--- src/rtl/ifetch_queue_if.sv ---
// Fetch front-end bundle: ibus request/response, redirect input and the
// decode-side head-of-queue view. The fetch queue is the master side.
interface ifetch_queue_if #(
    parameter int XLEN = 64
);
    logic            ireq_valid;
    logic [XLEN-1:0] ireq_addr;
    logic            iresp_data_ok;
    logic [31:0]     iresp_data;
    logic            redirect_valid;
    logic [XLEN-1:0] redirect_pc;
    logic            out_valid;
    logic [XLEN-1:0] out_pc;
    logic [31:0]     out_instr;
    logic            out_ready;
    logic [15:0]     drop_cnt;

    modport master (
        output ireq_valid, ireq_addr,
        input  iresp_data_ok, iresp_data,
        input  redirect_valid, redirect_pc,
        output out_valid, out_pc, out_instr,
        input  out_ready,
        output drop_cnt
    );

    modport slave (
        input  ireq_valid, ireq_addr,
        output iresp_data_ok, iresp_data,
        output redirect_valid, redirect_pc,
        input  out_valid, out_pc, out_instr,
        output out_ready,
        input  drop_cnt
    );
endinterface

--- src/rtl/ifetch_queue.sv ---
// Decoupled instruction fetch front-end: owns the fetch PC, drives a
// single-outstanding ibus and buffers {pc, instr} pairs in a small FIFO
// ahead of decode. Redirects flush the FIFO; a request already on the bus
// is held until its response and that response is then discarded.
module ifetch_queue #(
    parameter int              DEPTH    = 4,
    parameter int              XLEN     = 64,
    parameter logic [XLEN-1:0] RESET_PC = 64'h8000_0000
) (
    input  logic           clk,
    input  logic           reset,
    ifetch_queue_if.master bus
);
    localparam int PTR_W = $clog2(DEPTH);
    localparam int CNT_W = PTR_W + 1;

    logic            r_req_v;
    logic [XLEN-1:0] r_req_a;
    logic [XLEN-1:0] r_fetch_pc;
    logic            r_discard;
    logic [15:0]     r_drop_cnt;
    logic [PTR_W-1:0] r_head;
    logic [PTR_W-1:0] r_tail;
    logic [CNT_W-1:0] r_count;
    logic [XLEN-1:0] r_mem_pc    [DEPTH];
    logic [31:0]     r_mem_instr [DEPTH];

    logic            w_resp;
    logic            w_redir;
    logic            w_push;
    logic            w_pop;
    logic            w_drop;
    logic            w_issue;
    logic [XLEN-1:0] w_redir_pc;
    logic [XLEN-1:0] w_fetch_pc_next;
    logic [CNT_W-1:0] w_count_next;

    // Per-cycle decisions: response acceptance, push/pop, next count and PC.
    always_comb begin
        w_resp     = r_req_v & bus.iresp_data_ok;
        w_redir    = bus.redirect_valid;
        w_push     = w_resp & ~r_discard & ~w_redir;
        w_pop      = (r_count != {CNT_W{1'b0}}) & bus.out_ready & ~w_redir;
        w_drop     = w_resp & (r_discard | w_redir);
        w_issue    = ~r_req_v | w_resp;
        w_redir_pc = {bus.redirect_pc[XLEN-1:2], 2'b00};

        if (w_redir) begin
            w_count_next = {CNT_W{1'b0}};
        end else if (w_push && !w_pop) begin
            w_count_next = r_count + CNT_W'(1);
        end else if (w_pop && !w_push) begin
            w_count_next = r_count - CNT_W'(1);
        end else begin
            w_count_next = r_count;
        end

        if (w_redir) begin
            w_fetch_pc_next = w_redir_pc;
        end else if (w_push) begin
            w_fetch_pc_next = r_req_a + XLEN'(4);
        end else begin
            w_fetch_pc_next = r_fetch_pc;
        end
    end

    // Control state: ibus request registers, fetch PC, FIFO pointers, discard and drop counter.
    always_ff @(posedge clk) begin
        if (reset) begin
            r_req_v    <= 1'b0;
            r_req_a    <= RESET_PC;
            r_fetch_pc <= RESET_PC;
            r_discard  <= 1'b0;
            r_drop_cnt <= 16'h0000;
            r_head     <= {PTR_W{1'b0}};
            r_tail     <= {PTR_W{1'b0}};
            r_count    <= {CNT_W{1'b0}};
        end else begin
            // A new request is issued only when a slot is reserved for its response.
            if (w_issue) begin
                r_req_v <= (w_count_next < CNT_W'(DEPTH));
                r_req_a <= w_fetch_pc_next;
            end else begin
                r_req_v <= r_req_v;
                r_req_a <= r_req_a;
            end

            r_fetch_pc <= w_fetch_pc_next;
            r_count    <= w_count_next;

            if (w_redir) begin
                r_head <= {PTR_W{1'b0}};
                r_tail <= {PTR_W{1'b0}};
            end else begin
                r_head <= w_pop  ? r_head + PTR_W'(1) : r_head;
                r_tail <= w_push ? r_tail + PTR_W'(1) : r_tail;
            end

            // An in-flight request left behind by a redirect must have its response dropped.
            if (w_redir) begin
                r_discard <= r_req_v & ~bus.iresp_data_ok;
            end else if (w_resp) begin
                r_discard <= 1'b0;
            end else begin
                r_discard <= r_discard;
            end

            if (w_drop && (r_drop_cnt != 16'hFFFF)) begin
                r_drop_cnt <= r_drop_cnt + 16'd1;
            end else begin
                r_drop_cnt <= r_drop_cnt;
            end
        end
    end

    // FIFO storage write; contents are only meaningful below count, so no reset.
    always_ff @(posedge clk) begin
        if (w_push) begin
            r_mem_pc[r_tail]    <= r_req_a;
            r_mem_instr[r_tail] <= bus.iresp_data;
        end
    end

    assign bus.ireq_valid = r_req_v;
    assign bus.ireq_addr  = r_req_a;
    assign bus.out_valid  = (r_count != {CNT_W{1'b0}});
    assign bus.out_pc     = r_mem_pc[r_head];
    assign bus.out_instr  = r_mem_instr[r_head];
    assign bus.drop_cnt   = r_drop_cnt;
endmodule

--- src/flat_wrapper.sv ---
// flat-port wrapper written by rule: the top's interface ports become plain ports
module ifetch_queue_flat 
#(
    parameter int              DEPTH    = 4,
    parameter int              XLEN     = 64,
    parameter logic [XLEN-1:0] RESET_PC = 64'h8000_0000
)
  (clk, reset, bus_ireq_valid, bus_ireq_addr, bus_iresp_data_ok, bus_iresp_data, bus_redirect_valid, bus_redirect_pc, bus_out_valid, bus_out_pc, bus_out_instr, bus_out_ready, bus_drop_cnt);
  ifetch_queue_if #(.XLEN(XLEN)) bus_i ();
  input  logic clk;
  input  logic reset;
  output wire logic [$bits(bus_i.ireq_valid)-1:0] bus_ireq_valid;
  output wire logic [$bits(bus_i.ireq_addr)-1:0] bus_ireq_addr;
  input wire logic [$bits(bus_i.iresp_data_ok)-1:0] bus_iresp_data_ok;
  input wire logic [$bits(bus_i.iresp_data)-1:0] bus_iresp_data;
  input wire logic [$bits(bus_i.redirect_valid)-1:0] bus_redirect_valid;
  input wire logic [$bits(bus_i.redirect_pc)-1:0] bus_redirect_pc;
  output wire logic [$bits(bus_i.out_valid)-1:0] bus_out_valid;
  output wire logic [$bits(bus_i.out_pc)-1:0] bus_out_pc;
  output wire logic [$bits(bus_i.out_instr)-1:0] bus_out_instr;
  input wire logic [$bits(bus_i.out_ready)-1:0] bus_out_ready;
  output wire logic [$bits(bus_i.drop_cnt)-1:0] bus_drop_cnt;
  assign bus_ireq_valid = bus_i.ireq_valid;
  assign bus_ireq_addr = bus_i.ireq_addr;
  assign bus_i.iresp_data_ok = bus_iresp_data_ok;
  assign bus_i.iresp_data = bus_iresp_data;
  assign bus_i.redirect_valid = bus_redirect_valid;
  assign bus_i.redirect_pc = bus_redirect_pc;
  assign bus_out_valid = bus_i.out_valid;
  assign bus_out_pc = bus_i.out_pc;
  assign bus_out_instr = bus_i.out_instr;
  assign bus_i.out_ready = bus_out_ready;
  assign bus_drop_cnt = bus_i.drop_cnt;
  ifetch_queue #(.DEPTH(DEPTH), .XLEN(XLEN), .RESET_PC(RESET_PC)) u_core (.clk(clk), .reset(reset), .bus(bus_i));
endmodule
--- config.mk ---
export PLATFORM = sky130hd
export DESIGN_NAME = ifetch_queue_flat
export DESIGN_NICKNAME = d
export VERILOG_FILES = /design/src/rtl/ifetch_queue_if.sv /design/src/rtl/ifetch_queue.sv /design/src/flat_wrapper.sv
export SDC_FILE = /design/constraint.sdc
export NUM_CORES = 1
export LEC_CHECK = 0
export ABC_AREA = 1
export CAP_MARGIN = 0
export CORE_UTILIZATION = 30
export CTS_BUF_LIST = sky130_fd_sc_hd__clkbuf_4 sky130_fd_sc_hd__clkbuf_8
export DETAILED_ROUTE_END_ITERATION = 6
export HOLD_SLACK_MARGIN = 0.03
export PLACE_DENSITY = 0.58
export SETUP_SLACK_MARGIN = 0.4
export SKIP_LAST_GASP = 1
export SLEW_MARGIN = 20
export SYNTH_ARGS = -nofsm -noshare
export SYNTH_HDL_FRONTEND = slang
export SYNTH_SLANG_ARGS = --single-unit
--- constraint.sdc ---
create_clock -name clk -period 6.9 [get_ports clk]
set_clock_uncertainty 0.15 [all_clocks]
set_input_delay 0.69 -clock clk [delete_from_list [all_inputs] [get_ports clk]]
set_output_delay 0.69 -clock clk [all_outputs]
set_load 0.02 [all_outputs]
# [Yosys cells after proc, flatten, opt, wreduce, memory -nomap -nowiden]
# Memories as Yosys holds them, arrays and structs flattened. A register that Yosys moved wholly into a read port is not among the register bits.
# Index checks and enable logic that the tools add are counted.
[word_totals] reg_bits=153 ram_bits=384 out_inout_bits=178 mem_count=2 word_cells=52
[mem_list] memory="u_core.r_mem_pc" words=4 width=64 rd=1 rd_ports_with_merged_regs=1 wr=1 line_no="ifetch_queue.sv:25" text="logic [XLEN-1:0] r_mem_pc [DEPTH];"
[mem_list] memory="u_core.r_mem_instr" words=4 width=32 rd=1 rd_ports_with_merged_regs=1 wr=1 line_no="ifetch_queue.sv:26" text="logic [31:0] r_mem_instr [DEPTH];"
[op_classes] n_bitwise=13 add_sub_neg=6 order_cmp=1 n_mux=13 n_reduce_logical=8 eq_ne=1
[op_table] op="64-bit 2-to-1 mux" n=2
[op_table] op="64-bit by 3-bit adder with 64-bit output (second input constant)" n=1
[op_table] op="16-bit by 1-bit adder with 16-bit output (second input constant)" n=1
[op_table] op="16-bit inequality test (second input constant)" n=1
[op_table] op="3-bit 2-to-1 mux" n=3
[op_table] op="2-bit 2-to-1 mux" n=4
[op_table] op="1-bit bitwise AND" n=7
[op_table] op="2-bit by 1-bit adder with 2-bit output (second input constant)" n=2
[op_table] op="1-bit 2-to-1 mux" n=4
[op_table] op="1-bit NOT" n=4
[op_table] op="3-bit by 1-bit adder with 3-bit output (second input constant)" n=1
[op_table] op="1-bit logical AND" n=3
[op_table] op="3-bit less-than comparator (second input constant)" n=1
[op_table] op="3-bit nonzero test" n=1
[op_table] op="3-bit by 1-bit subtractor with 3-bit output (second input constant)" n=1
[op_table] op="1-bit logical NOT" n=2
[op_table] op="1-bit OR" n=2
[op_table] op="2-bit nonzero test" n=1
[op_table] op="2-bit OR reduction" n=1

# [Longest topological paths before layout]
# Gate-level depths: netlist of run 1.
[depth] depth_word=9 mapped_depth=13 depth_no_buf=13

# [Least setup slack after synthesis of run 1]
# Ideal clock, no wire load.
[synth_timing] path_type="input to register" from="in bus_redirect_valid" to="mem u_core.r_mem_instr[0][0], enable pin" path_buffers=2 path_slack_ps=876 path_stages=5 arrival_time_ps=5322 cell_sequence="nor2_1 > nand2_1 > buf_2 > buf_1 > nor2_1"
[synth_via] elab_chain_len=4
[synth_lines] item="start, declared" line_no="flat_wrapper.sv:16" text="input wire logic [$bits(bus_i.redirect_valid)-1:0] bus_redirect_valid;"
[synth_lines] item="1-bit NOT" line_no="ifetch_queue.sv:42" text="w_push = w_resp & ~r_discard & ~w_redir;"
[synth_lines] item="1-bit bitwise AND" line_no="ifetch_queue.sv:42"
[synth_lines] item="1-bit 2-to-1 mux" line_no="ifetch_queue.sv:118" text="if (w_push) begin"
[synth_lines] item="1-bit 2-to-1 mux (not written as such)" line_no="ifetch_queue.sv:120" text="r_mem_instr[r_tail] <= bus.iresp_data;"
[synth_lines] item="end, declared" line_no="ifetch_queue.sv:26"
# Every way passes these cells.

==> flow_metrics.py, run 1 <==
metrics = {
    "run_status": {
        "status": "finished, final reports clean",
    },
    "synthesis": {
        "syn-num-nets": 2460,
        "synth_top_area_share_pct": 50.0,
        "ys_seq_area_share_pct": 63.4,
        "yosys-top-cells-area": "edfxtp_1 50%, dfxtp_1 13%, nand2_1 6.6%",
        "synth_flop_cell": "edfxtp_1",
        "async_reset_ff_share_pct": 0,
        "yosysMostFrequentCell": "nand2_1",
        "synth_top_area_cell": "edfxtp_1",
        "synth_warnings": 0,
        "synthTopCellsByCount": "404 x nand2_1, 384 x edfxtp_1, 329 x nor2_1, 234 x o21ai_0, 225 x inv_1",
        "mappedNetlistArea_um2": 23100,
        "synth_edf_count": 384,
        "syn_inst": 2348,
        "syn_avg_cell_area_um2": 9.82,
        "synth-seq-cells": 539,
        "synthDistinctLibCells": 41,
    },
    "routing": {
        "final_antenna_net_count": 0,
        "via_per_inst": 4.70,
        "avgRoutedWirePerCell_um": 18.7,
        "met3_length_mm": 5.09,
        "dr.pass1.iters": 5,
        "drc": 0,
        "top_layer_used": "met5",
        "routed_wl_mm": 69.9,
        "wl_met2_mm": 32.0,
        "wl_met1_mm": 30.9,
        "drt-initial-drc-count": 1258,
        "num_vias": 17500,
    },
    "cells_and_area": {
        "drive_above_1_share_pct": 8.97,
        "syn2layout_area_growth_pct": 25.0,
        "nets": 2736,
    },
    "power_and_ir_drop": {
        "power.density_nw_per_um2": 251,
        "peakVddDrop_v": 0.000110,
        "leakage_nw": 10.8,
    },
    "timing": {
        "fin_crit_sh_pct": 69.9,
        "whs_ns": 0.334,
        "tightest_slew_ns": 1.09,
        "setup_ws_ns": 2.08,
        "maxSlewViolCount": 0,
        "slew-limit-headroom_pct": 27.4,
        "period_needed_ns": 4.82,
        "setup_viol": 0,
        "hold_viol": 0,
        "rsz0062_at_grt": "no",
        "setup_tns_ns": 0,
        "fmaxAchievable_ghz": 0.207,
    },
    "critical_path": {
        "crit_type": "flip-flop to output pin",
        "cp.required_ns": 6.06,
        "reg2reg_from": "u_core.bus.ireq_valid",
        "critPathCaptureType": "output pin",
        "path_max_fanout": 68,
        "startpoint_type": "flip-flop",
        "arrival_ns": 3.98,
    },
    "cts": {
        "cts_inserted_buffers": 92,
        "clock_path_buffers": 3,
        "cts_htree_levels": 3,
        "cts-resized-gates": 0,
        "clk_pin_slew_ns": 0.06,
        "postCtsSetupRepairBufs": 0,
        "clk_latency_ns": 0.70,
        "cts_tree": "done",
        "cts_hold_buffers": 0,
        "clock_sinks": 539,
        "cts-root-buf": "clkbuf_8",
    },
    "placed_design": {
        "gp_congestion": 0.890,
        "portBuffers": 276,
        "pre_cts_slack_ns": 2.71,
        "hpwlAfterDp_mm": 43.9,
    },
    "global_routing": {
        "grt_overflow_total": 0,
        "antenna_found_initial": 15,
        "grt_pass1_vias": 16600,
        "grt_pass1_wl_mm": 104,
        "grt_use_total_pct": 17.7,
        "grt_start_max_net_pins": 126,
    },
    "worst_hold_path": {
        "min-delay-start": "u_core.r_fetch_pc[3]",
        "min_path_type": "flip-flop to flip-flop",
    },
    "floorplan": {
        "initial_core_util_pct": 30.4,
        "row_count": 101,
        "io_pins": 279,
        "die_area_um2": 78000,
        "coreArea_um2": 75900,
        "die_h_um": 279,
        "fp.dieW_um": 279,
    },
    "job": {
        "cap_violations": 0,
    },
}
-- logic make-up after synthesis --
family                     share of synthesized area, %
and+or+nand+nor                                    17.4
adders and majority gates                         0.597
AOI/OAI and AO/OA                                  11.4
buffers and inverters                              5.74
DFF                                                63.4
xor gates and xnor gates                           1.40
-- state kept, by name (all words and copies together), names as in the netlist, named ones only --
name                   flops
u_core.r_mem_pc          256
u_core.r_mem_instr       128
u_core.bus.ireq_addr      64
u_core.r_fetch_pc         64
u_core.bus.drop_cnt       16
u_core.r_count             3
u_core.r_head              2
u_core.r_tail              2
u_core.bus.ireq_valid      1
u_core.r_discard           1
-- layout make-up --
| class | instances | area, um2 |
|---|---|---|
| Clock inverter | 32 | 253 |
| Sequential cell | 539 | 14600 |
| Inverter | 232 | 878 |
| Fill cell | 7571 | 47100 |
| Clock buffer | 135 | 1670 |
| Timing Repair Buffer | 296 | 2950 |
| Tap cell | 1030 | 1290 |
| Antenna cell | 4 | 10.0 |
| Multi-Input combinational cell | 1463 | 7140 |
-- power by group --
part / switching, mW / total [mW] / leakage (nW) / internal (mW)
Sequential: 0.136 / 3.70 / 4.74 / 3.56
Clock: 1.29 / 2.99 / 1.01 / 1.70
Combinational: 0.316 / 0.558 / 5.02 / 0.242
-- worst max-delay path, stage by stage, from the launching register on --
cell and delay [ns]:
dfxtp_4 0.78, buf_4 0.67, buf_4 0.67, o21ai_0 0.20
o22ai_1 0.23, clkdlybuf4s50_1 0.69
-- final timing paths --
| path | end | slack [ns] | depth (start not counted) |
|---|---|---|---|
| worst min-delay path | u_core.r_fetch_pc[3] | 0.33 | 2 |
| worst min register to register | u_core.r_fetch_pc[3] | 0.33 | 2 |
| worst max register to register | u_core.bus.ireq_addr[24] | 3.73 | 7 |
| worst max-delay path | bus_out_pc[27] | 2.08 | 5 |
-- cells in the final DEF (no fill, tap or decap), types with 16 or more instances in the layout --
master           count
nand2_1            404
edfxtp_1           384
nor2_1             325
clkdlybuf4s50_1    274
o21ai_0            234
inv_1              222
dfxtp_1            153
nand3_1            128
clkbuf_8           105
o22ai_1             96
a21oi_1             64
clkbuf_4            30
a22o_1              26
xnor2_1             24
nand4_1             20
o211ai_1            20
clkinv_1            18
nor2_2              16
or2_2               16
buf_4               16
-- per-stage QoR --
| stage | area (um2) | util, % | std cells | power, mW |
|---|---|---|---|---|
| final | 28800 | 38.0 | 3731 | 7.25 |
| after global routing | 28800 | 38.0 | 3730 | 7.54 |
| after CTS | 28800 | 38.0 | 3727 | 7.34 |
| after detailed placement | 26900 | 35.4 | 3560 | 4.33 |
| after global placement | 26900 | 35.4 | 3560 | 4.32 |
| after floorplan | 23100 | - | 2348 | 4.00 |
-- per-layer routing --
layer	vias to the layer above	track usage (%)
li1	8581	-
met2	560	28.2
met3	124	4.26
met4	18	5.86
met5	-	0
met1	8236	23.5
Power figures use the tool's default switching activity.
==> inputs of run 2 (changes only) <==
==> constraint.sdc (replaced) <==
create_clock -name clk -period 4.8 [get_ports clk]
set_clock_uncertainty 0.15 [all_clocks]
set_input_delay 0.48 -clock clk [delete_from_list [all_inputs] [get_ports clk]]
set_output_delay 0.48 -clock clk [all_outputs]
set_load 0.02 [all_outputs]
==> flow_metrics.py, run 2 (synthesized netlist as in run 1, its figures left out) <==
metrics = {
    "critical_path": {
        "cp.required_ns": 4.17,
        "rr_endpoint": "u_core.bus.ireq_addr[53]",
        "path_max_fanout": 46,
        "arrival_ns": 3.50,
        "crit_type": "flip-flop to output pin",
        "critPathCaptureType": "output pin",
        "reg2reg_from": "u_core.r_discard",
        "reg2reg_slack_ns": 2.14,
        "startpoint_type": "flip-flop",
        "r2r_cells": 9,
    },
    "timing": {
        "maxSlewViolCount": 0,
        "rsz0062_at_grt": "no",
        "setup_viol": 0,
        "hold_viol": 0,
        "tightest_slew_ns": 1.04,
        "setup_ws_ns": 0.666,
        "period_needed_ns": 4.13,
        "slew-limit-headroom_pct": 30.4,
        "fmaxAchievable_ghz": 0.242,
        "fin_crit_sh_pct": 86.1,
        "whs_ns": 0.234,
    },
    "job": {
        "cap_violations": 0,
    },
    "cts": {
        "cts_inserted_buffers": 95,
        "cts_hold_buffers": 0,
        "clk_latency_ns": 0.69,
        "clk_pin_slew_ns": 0.06,
        "cts_tree": "done",
        "postCtsSetupRepairBufs": 0,
        "cts-resized-gates": 0,
        "cts_htree_levels": 3,
        "clock_sinks": 539,
        "clock_path_buffers": 3,
        "cts-root-buf": "clkbuf_8",
    },
    "run_status": {
        "status": "finished, final reports clean",
    },
    "routing": {
        "num_vias": 17700,
        "routed_wl_mm": 70.4,
        "dr.pass1.iters": 6,
        "drc": 0,
        "via_per_inst": 4.75,
        "avgRoutedWirePerCell_um": 18.8,
        "final_antenna_net_count": 0,
        "drt-initial-drc-count": 1262,
    },
    "power_and_ir_drop": {
        "leakage_nw": 10.8,
        "power.density_nw_per_um2": 361,
        "peakVddDrop_v": 0.000160,
    },
    "floorplan": {
        "coreArea_um2": 75900,
        "die_h_um": 279,
        "fp.dieW_um": 279,
        "row_count": 101,
        "die_area_um2": 78000,
        "io_pins": 279,
        "initial_core_util_pct": 30.4,
    },
    "placed_design": {
        "portBuffers": 276,
        "gp_congestion": 0.896,
        "pre_cts_slack_ns": 1.34,
        "hpwlAfterDp_mm": 43.3,
        "place_area_um2": 26900,
    },
    "global_routing": {
        "grt_overflow_total": 0,
        "met1_usage_pct": 23.4,
        "grt_start_max_net_pins": 193,
        "grt_busiest_layer": "met2",
        "grt_use_met3_pct": 3.79,
        "met2_usage_pct": 28.7,
        "antenna_found_initial": 9,
        "grt_pass1_wl_mm": 104,
        "grt_pass1_vias": 16600,
        "grt_use_total_pct": 17.7,
    },
    "cells_and_area": {
        "nets": 2740,
        "final_cell_mix": "404 x nand2_1, 384 x edfxtp_1, 325 x nor2_1",
        "largest_reg_flops": 256,
        "drive_above_1_share_pct": 8.99,
        "final_cell_area_um2": 28900,
        "final_common_cell": "nand2_1",
        "syn2layout_area_growth_pct": 25.2,
        "top_regs": "u_core.r_mem_pc x256, u_core.r_mem_instr x128",
        "largest-register": "u_core.r_mem_pc",
    },
    "worst_hold_path": {
        "min_path_type": "primary input to flip-flop",
        "min_path_cells": 3,
        "hold_path_end": "u_core.r_fetch_pc[63]",
        "min-delay-start": "bus_redirect_pc[63]",
    },
}
run 2: changes by cell type in the layout (fill, tap and decap cells not counted):
| cell | delta |
|---|---|
| clkinv_1 | +5 |
| buf_12 | +2 |
| clkinv_2 | +1 |
| bufinv_16 | -1 |
| inv_8 | -1 |
| clkbuf_8 | +4 |
| diode_2 | -1 |
| buf_4 | -1 |
| clkbuf_4 | -3 |
run 2: final cells by class:
class | instances | area, um2
multi-input cells | 1463 | 7140
clock buffers | 136 | 1700
clock inverters | 36 | 235
fillers | 7521 | 47100
diodes | 3 | 7.51
inverters | 232 | 878
repair buffers | 297 | 2990
flip-flops and latches | 539 | 14600
well taps | 1030 | 1290
run 2: through the flow:
stage | util, % | setup TNS (ns) | total power [mW] | instances
floorplan | - | -389.40 | 5.76 | 2348
global placement | 35.5 | 0 | 6.21 | 3561
detailed placement | 35.5 | 0 | 6.22 | 3561
CTS | 38.0 | 0 | 10.6 | 3733
global route | 38.0 | 0 | 10.8 | 3733
finish | 38.0 | 0 | 10.4 | 3736
run 2: worst max-delay path: stages (launching register included):
cell             delay, ns
dfxtp_4               0.58
clkinv_2              0.81
buf_4                 0.56
o21ai_0               0.13
o22ai_1               0.09
clkdlybuf4s50_1       0.61
run 2: worst max path at each step:
stage                     cells past startpoint                from  slack [ns]                  endpoint
after floorplan                               5  bus_redirect_valid       -1.01  u_core.r_mem_instr[0][0]
after global placement                        5           flip-flop        1.36            bus_out_pc[17]
after detailed placement                      5           flip-flop        1.34            bus_out_pc[17]
after CTS                                     5           flip-flop        0.57            bus_out_pc[17]
after global routing                          5           flip-flop        0.49         bus_out_instr[13]
final                                         5           flip-flop        0.67            bus_out_pc[17]
run 2: power breakdown:
| group | switching (mW) | internal (mW) | total (mW) |
|---|---|---|---|
| Combinational | 0.456 | 0.348 | 0.804 |
| Sequential | 0.194 | 5.12 | 5.32 |
| Clock | 1.88 | 2.43 | 4.31 |
| Total | 2.53 | 7.90 | 10.4 |
run 2: per-layer routing:
metal | share of wire, % | vias to the layer above
met2 | 47 | 506
met5 | 0.12 | -
li1 | - | 8594
met4 | 2.2 | 12
met3 | 6.7 | 100
met1 | 44 | 8522
